File: src/rtl/parking_gate_decoder_pkg.sv
// Shared types and defaults for the parking-gate beam decoder.
package parking_pkg;

   typedef enum logic [2:0] {
      IDLE,
      ENT_A,
      ENT_AB,
      ENT_B,
      EXT_B,
      EXT_AB,
      EXT_A,
      WAIT_CLEAR
   } gate_state_t;

   localparam int DEBOUNCE_CYCLES_DEF = 8;
   localparam int TIMEOUT_CYCLES_DEF  = 1024;

   // True for the states that belong to an in-progress entry or exit.
   function automatic logic is_seq_state(input gate_state_t s);
      return (s != IDLE) && (s != WAIT_CLEAR);
   endfunction

endpackage

File: src/rtl/parking_gate_decoder_sensor_debounce.sv
// Two-flop synchroniser followed by a stability-count debouncer for one beam.
module sensor_debounce
   import parking_pkg::*;
#(
   parameter int DEBOUNCE_CYCLES = DEBOUNCE_CYCLES_DEF
) (
   input  logic clk,
   input  logic rst_n,
   input  logic raw,
   output logic deb
);

   localparam int CNT_W = (DEBOUNCE_CYCLES > 1) ? $clog2(DEBOUNCE_CYCLES) : 1;
   localparam logic [CNT_W-1:0] CNT_MAX = CNT_W'(DEBOUNCE_CYCLES - 1);

   logic             r_sync1;
   logic             r_sync2;
   logic             r_deb;
   logic [CNT_W-1:0] r_cnt;

   always_ff @(posedge clk or negedge rst_n) begin
      if (!rst_n) begin
         r_sync1 <= 1'b0;
         r_sync2 <= 1'b0;
         r_deb   <= 1'b0;
         r_cnt   <= '0;
      end else begin
         r_sync1 <= raw;
         r_sync2 <= r_sync1;
         // Any return to the accepted level restarts the stability count.
         if (r_sync2 == r_deb) begin
            r_cnt <= '0;
         end else if (r_cnt == CNT_MAX) begin
            r_deb <= r_sync2;
            r_cnt <= '0;
         end else begin
            r_cnt <= r_cnt + CNT_W'(1);
         end
      end
   end

   assign deb = r_deb;

endmodule

File: src/rtl/parking_gate_decoder.sv
// Turns the outer/inner gate beams into registered inc/dec/err pulses for the
// occupancy counter, rejecting aborted, illegal and stalled sequences.
module parking_gate_decoder
   import parking_pkg::*;
#(
   parameter int DEBOUNCE_CYCLES = DEBOUNCE_CYCLES_DEF,
   parameter int TIMEOUT_CYCLES  = TIMEOUT_CYCLES_DEF
) (
   input  logic clk,
   input  logic rst_n,
   input  logic sensor_a,
   input  logic sensor_b,
   output logic inc,
   output logic dec,
   output logic err,
   output logic busy
);

   localparam int DW_W = $clog2(TIMEOUT_CYCLES);
   localparam logic [DW_W-1:0] DWELL_MAX = DW_W'(TIMEOUT_CYCLES - 1);

   logic            w_deb_a;
   logic            w_deb_b;
   logic [1:0]      w_ab;
   gate_state_t     r_state;
   gate_state_t     w_next;
   logic [DW_W-1:0] r_dwell;
   logic            r_inc, r_dec, r_err;
   logic            w_inc, w_dec, w_err;

   sensor_debounce #(.DEBOUNCE_CYCLES(DEBOUNCE_CYCLES)) u_deb_a (
      .clk   (clk),
      .rst_n (rst_n),
      .raw   (sensor_a),
      .deb   (w_deb_a)
   );

   sensor_debounce #(.DEBOUNCE_CYCLES(DEBOUNCE_CYCLES)) u_deb_b (
      .clk   (clk),
      .rst_n (rst_n),
      .raw   (sensor_b),
      .deb   (w_deb_b)
   );

   assign w_ab = {w_deb_a, w_deb_b};

   always_comb begin
      w_next = r_state;
      w_inc  = 1'b0;
      w_dec  = 1'b0;
      w_err  = 1'b0;
      unique case (r_state)
         IDLE: begin
            case (w_ab)
               2'b10:   w_next = ENT_A;
               2'b01:   w_next = EXT_B;
               2'b11:   begin w_next = WAIT_CLEAR; w_err = 1'b1; end
               default: w_next = IDLE;
            endcase
         end
         ENT_A: begin
            case (w_ab)
               2'b11:   w_next = ENT_AB;
               2'b00:   w_next = IDLE;
               2'b01:   begin w_next = WAIT_CLEAR; w_err = 1'b1; end
               default: w_next = ENT_A;
            endcase
         end
         ENT_AB: begin
            case (w_ab)
               2'b01:   w_next = ENT_B;
               2'b10:   w_next = ENT_A;
               2'b00:   begin w_next = WAIT_CLEAR; w_err = 1'b1; end
               default: w_next = ENT_AB;
            endcase
         end
         ENT_B: begin
            case (w_ab)
               2'b00:   begin w_next = IDLE; w_inc = 1'b1; end
               2'b11:   w_next = ENT_AB;
               2'b10:   begin w_next = WAIT_CLEAR; w_err = 1'b1; end
               default: w_next = ENT_B;
            endcase
         end
         EXT_B: begin
            case (w_ab)
               2'b11:   w_next = EXT_AB;
               2'b00:   w_next = IDLE;
               2'b10:   begin w_next = WAIT_CLEAR; w_err = 1'b1; end
               default: w_next = EXT_B;
            endcase
         end
         EXT_AB: begin
            case (w_ab)
               2'b10:   w_next = EXT_A;
               2'b01:   w_next = EXT_B;
               2'b00:   begin w_next = WAIT_CLEAR; w_err = 1'b1; end
               default: w_next = EXT_AB;
            endcase
         end
         EXT_A: begin
            case (w_ab)
               2'b00:   begin w_next = IDLE; w_dec = 1'b1; end
               2'b11:   w_next = EXT_AB;
               2'b01:   begin w_next = WAIT_CLEAR; w_err = 1'b1; end
               default: w_next = EXT_A;
            endcase
         end
         WAIT_CLEAR: begin
            if (w_ab == 2'b00) w_next = IDLE;
         end
         default: w_next = IDLE;
      endcase

      // A stalled sequence times out only when no beam change is moving it on.
      if (is_seq_state(r_state) && (w_next == r_state) && (r_dwell == DWELL_MAX)) begin
         w_next = WAIT_CLEAR;
         w_err  = 1'b1;
      end
   end

   always_ff @(posedge clk or negedge rst_n) begin
      if (!rst_n) begin
         r_state <= IDLE;
         r_dwell <= '0;
         r_inc   <= 1'b0;
         r_dec   <= 1'b0;
         r_err   <= 1'b0;
      end else begin
         r_state <= w_next;
         r_inc   <= w_inc;
         r_dec   <= w_dec;
         r_err   <= w_err;
         if ((w_next != r_state) || !is_seq_state(r_state)) begin
            r_dwell <= '0;
         end else begin
            r_dwell <= r_dwell + DW_W'(1);
         end
      end
   end

   assign inc  = r_inc;
   assign dec  = r_dec;
   assign err  = r_err;
   assign busy = (r_state != IDLE);

endmodule

File: config.mk
export PLATFORM = sky130hd
export DESIGN_NAME = parking_gate_decoder
export DESIGN_NICKNAME = d
export VERILOG_FILES = /design/src/rtl/parking_gate_decoder_pkg.sv /design/src/rtl/parking_gate_decoder_sensor_debounce.sv /design/src/rtl/parking_gate_decoder.sv
export SDC_FILE = /design/constraint.sdc
export NUM_CORES = 1
export LEC_CHECK = 0
export CORE_UTILIZATION = 45
export DETAILED_ROUTE_END_ITERATION = 16
export SETUP_SLACK_MARGIN = 0.3
export SYNTH_ARGS = -nofsm -noshare
export SYNTH_HDL_FRONTEND = slang
export SYNTH_SLANG_ARGS = --single-unit
File: constraint.sdc
create_clock -name clk -period 3.05 [get_ports clk]
set_input_delay 0.4575 -clock clk [delete_from_list [all_inputs] [get_ports clk]]
set_output_delay 0.4575 -clock clk [all_outputs]
set_load 0.05 [all_outputs]
==> results_dict.tcl <==
set metrics [dict create \
    status "finished, final reports clean" \
    fp.dieH_um 64.79 \
    cts.sinks 28 \
    start_kind "flop" \
    numCtsBuffers 3 \
    fin_util 0.5276 \
    clock_path_buffers 2 \
    p_per_area_nw_per_um2 982.3 \
    drtIter0Drc 120 \
    path_clk_slew_ps 90 \
    h-tree-depth 1 \
    dp_cells 226 \
    avgSynthCellArea_um2 10.08 \
    vias 1311 \
    yosysWarningCount 0 \
    num-nets-final 201 \
    ir_drop_mv 0.3705 \
    core_area_um2 3716 \
    portBuffers 7 \
    worstMarginPinSlew_ps 687.6 \
    layout.cells.non_filler 231 \
    nFillCells 363 \
    worstPathMaxFanout 10 \
    synth_area_um2 1774 \
    critPathBufInv 1 \
    synthArstFlopShare 1.000 \
    synth_edf_count 0 \
    rsz0062_at_grt "false" \
    relSlewSlack 0.5374 \
    syn2layout_area_growth_pct 10.51 \
    grt_max_degree 29 \
    dp_hpwl_mm 2.568 \
    final_cell_mix "dfrtp_1, nand2_1, nor3_1, nor2_1, ha_1" \
    grt_pass1_vias 1312 \
    top_usage_layer "met2" \
    ant_nets 0 \
    post-route-drc-count 0 \
    setup_violations 0 \
    gr-usage-met1 0.2359 \
    tns_ps 0 \
    overflow 0 \
    worstSetupPathType "reg -> reg" \
    finClkSkew_ps 1.765 \
    dieArea_um2 4198 \
    rows 22 \
    drv_slew 0 \
    io_pins 8 \
    diodes 0 \
    period_needed_ps 2569 \
    critPathTopFamily "compound AO/OA/AOI/OAI gates" \
    drive_above_1_share 0.1202 \
    die_x_um 64.79 \
    worstHoldPathType "reg -> reg" \
    mostFrequentLayoutCell "dfrtp_1" \
    ys_types 50 \
    placed_cell_area_um2 1863 \
    drtPass1Iterations 4 \
    ys_seq_area_frac 0.3949 \
    holdWs_ps 354.8 \
    fmax_ghz 0.3893 \
    gp_routability_congestion 0.8595 \
    vias_per_cell 5.675 \
    final_area_um2 1961 \
    grt_util_met3 0.02817 \
    use_met2 0.3203 \
    ys_ff_latch 28 \
    min_period_over_period 0.8423 \
    leakagePower_nw 0.8268 \
    clk_latency_ps 270 \
    synthFlopType "dfrtp_1" \
    end_kind "flop" \
    synth_fp_nets 193 \
    critPathSlowestCell "dfrtp_1" \
    final-hold-violation-count 0 \
    cpPeakStageDelay_ps 480 \
    start_util 0.4774 \
    avgRoutedWirePerCell_um 15.24 \
    antenna_found_initial 0 \
    crit_required_ps 3240 \
    wirelength_mm 3.521 \
    root_buffer "clkbuf_8" \
    drv_cap 0 \
    grt.total_usage 0.1884 \
    critPathArrivalTime_ps 2750 \
    grt_pass1_wl_mm 6.058 \
    cts_tree "done" \
    crit_chain "inv_1 > ha_1 > nor3_1 > o32ai_2 > o31a_1 > a2111oi_2 > a21oi_4 > nor4b_2" \
    netlist_instances 176 \
]
-- flip-flops by register name (all words and copies together), names as in the netlist --
name / count
err: 1
r_dwell: 10
dec: 1
u_deb_a.r_sync2: 1
r_state: 3
u_deb_a.r_cnt: 3
u_deb_b.deb: 1
inc: 1
u_deb_a.r_sync1: 1
u_deb_a.deb: 1
u_deb_b.r_sync2: 1
u_deb_b.r_cnt: 3
u_deb_b.r_sync1: 1
-- per-stage QoR --
| step | total power [mW] | setup WS (ps) |
|---|---|---|
| detailed placement | 1.609 | 441.1 |
| finish | 1.926 | 481.1 |
| CTS | 1.841 | 424.8 |
| floorplan | 1.406 | 698.1 |
| global placement | 1.593 | 507.9 |
| global route | 2.080 | 314.9 |
-- per-layer routing --
layer | wire length [um] | up-vias
met4 | 88 | 0
met5 | 0 | -
met2 | 1706 | 34
met3 | 142 | 9
met1 | 1583 | 626
li1 | - | 642
-- kinds of logic after synthesis --
group | count (synthesis) | share of synthesized area
flip-flops | 28 | 0.3949
multiplexers | 2 | 0.02115
buffers and inverters | 12 | 0.04019
XOR/XNOR | 10 | 0.04937
adder cells (fa/ha/maj) | 13 | 0.09168
AND/OR/NAND/NOR | 82 | 0.2525
AO/OA/AOI/OAI | 29 | 0.1502
-- cells in the mapped netlist (5+ instances only) --
master | number | area share
dfrtp_1 | 28 | 0.39
nor2_1 | 12 | 0.025
xnor2_1 | 7 | 0.035
and2_1 | 5 | 0.018
inv_1 | 6 | 0.013
nor3_1 | 13 | 0.037
nand3_1 | 5 | 0.014
ha_1 | 13 | 0.092
o21ai_0 | 7 | 0.020
nor2b_1 | 5 | 0.018
nand2_1 | 20 | 0.042
-- power breakdown --
group	switching (mW)	internal [mW]
sequential	0.137	0.452
clock	0.109	0.116
combinational	0.657	0.455
total	0.903	1.02
-- timing repair --
item | in CTS | in global routing
gates resized for setup | 0 | 4
hold buffers | 0 | 0
buffers inserted | 0 | 1
endpoints found under the setup margin | 0 | 10
endpoints found under the hold margin | 0 | 0
-- area by class of cell --
class / instances / area (um^2) / share of cell area
Clock buffer: 4 / 55.05 / 0.02808
Inverter: 6 / 22.52 / 0.01149
Multi-Input combinational cell: 136 / 1025 / 0.5227
Sequential cell: 28 / 700.7 / 0.3574
Tap cell: 48 / 60.06 / 0.03063
Timing Repair Buffer: 9 / 97.59 / 0.04978
-- path summary, 6_finish.rpt --
path | startpoint | end | slack, ps | cells after the start
worst max-delay path | u_deb_a.deb | r_dwell[0] | 480 | 8
worst min-delay path | u_deb_a.r_sync1 | u_deb_a.r_sync2 | 350 | 0
worst max register to register | u_deb_a.deb | r_dwell[0] | 480 | 8
worst min register to register | u_deb_a.r_sync1 | u_deb_a.r_sync2 | 350 | 0
max in group asynchronous | rst_n | u_deb_b.r_cnt[0] | 2230 | 2
min in group asynchronous | rst_n | inc | 550 | 2
(Power assumes the default switching activity.)
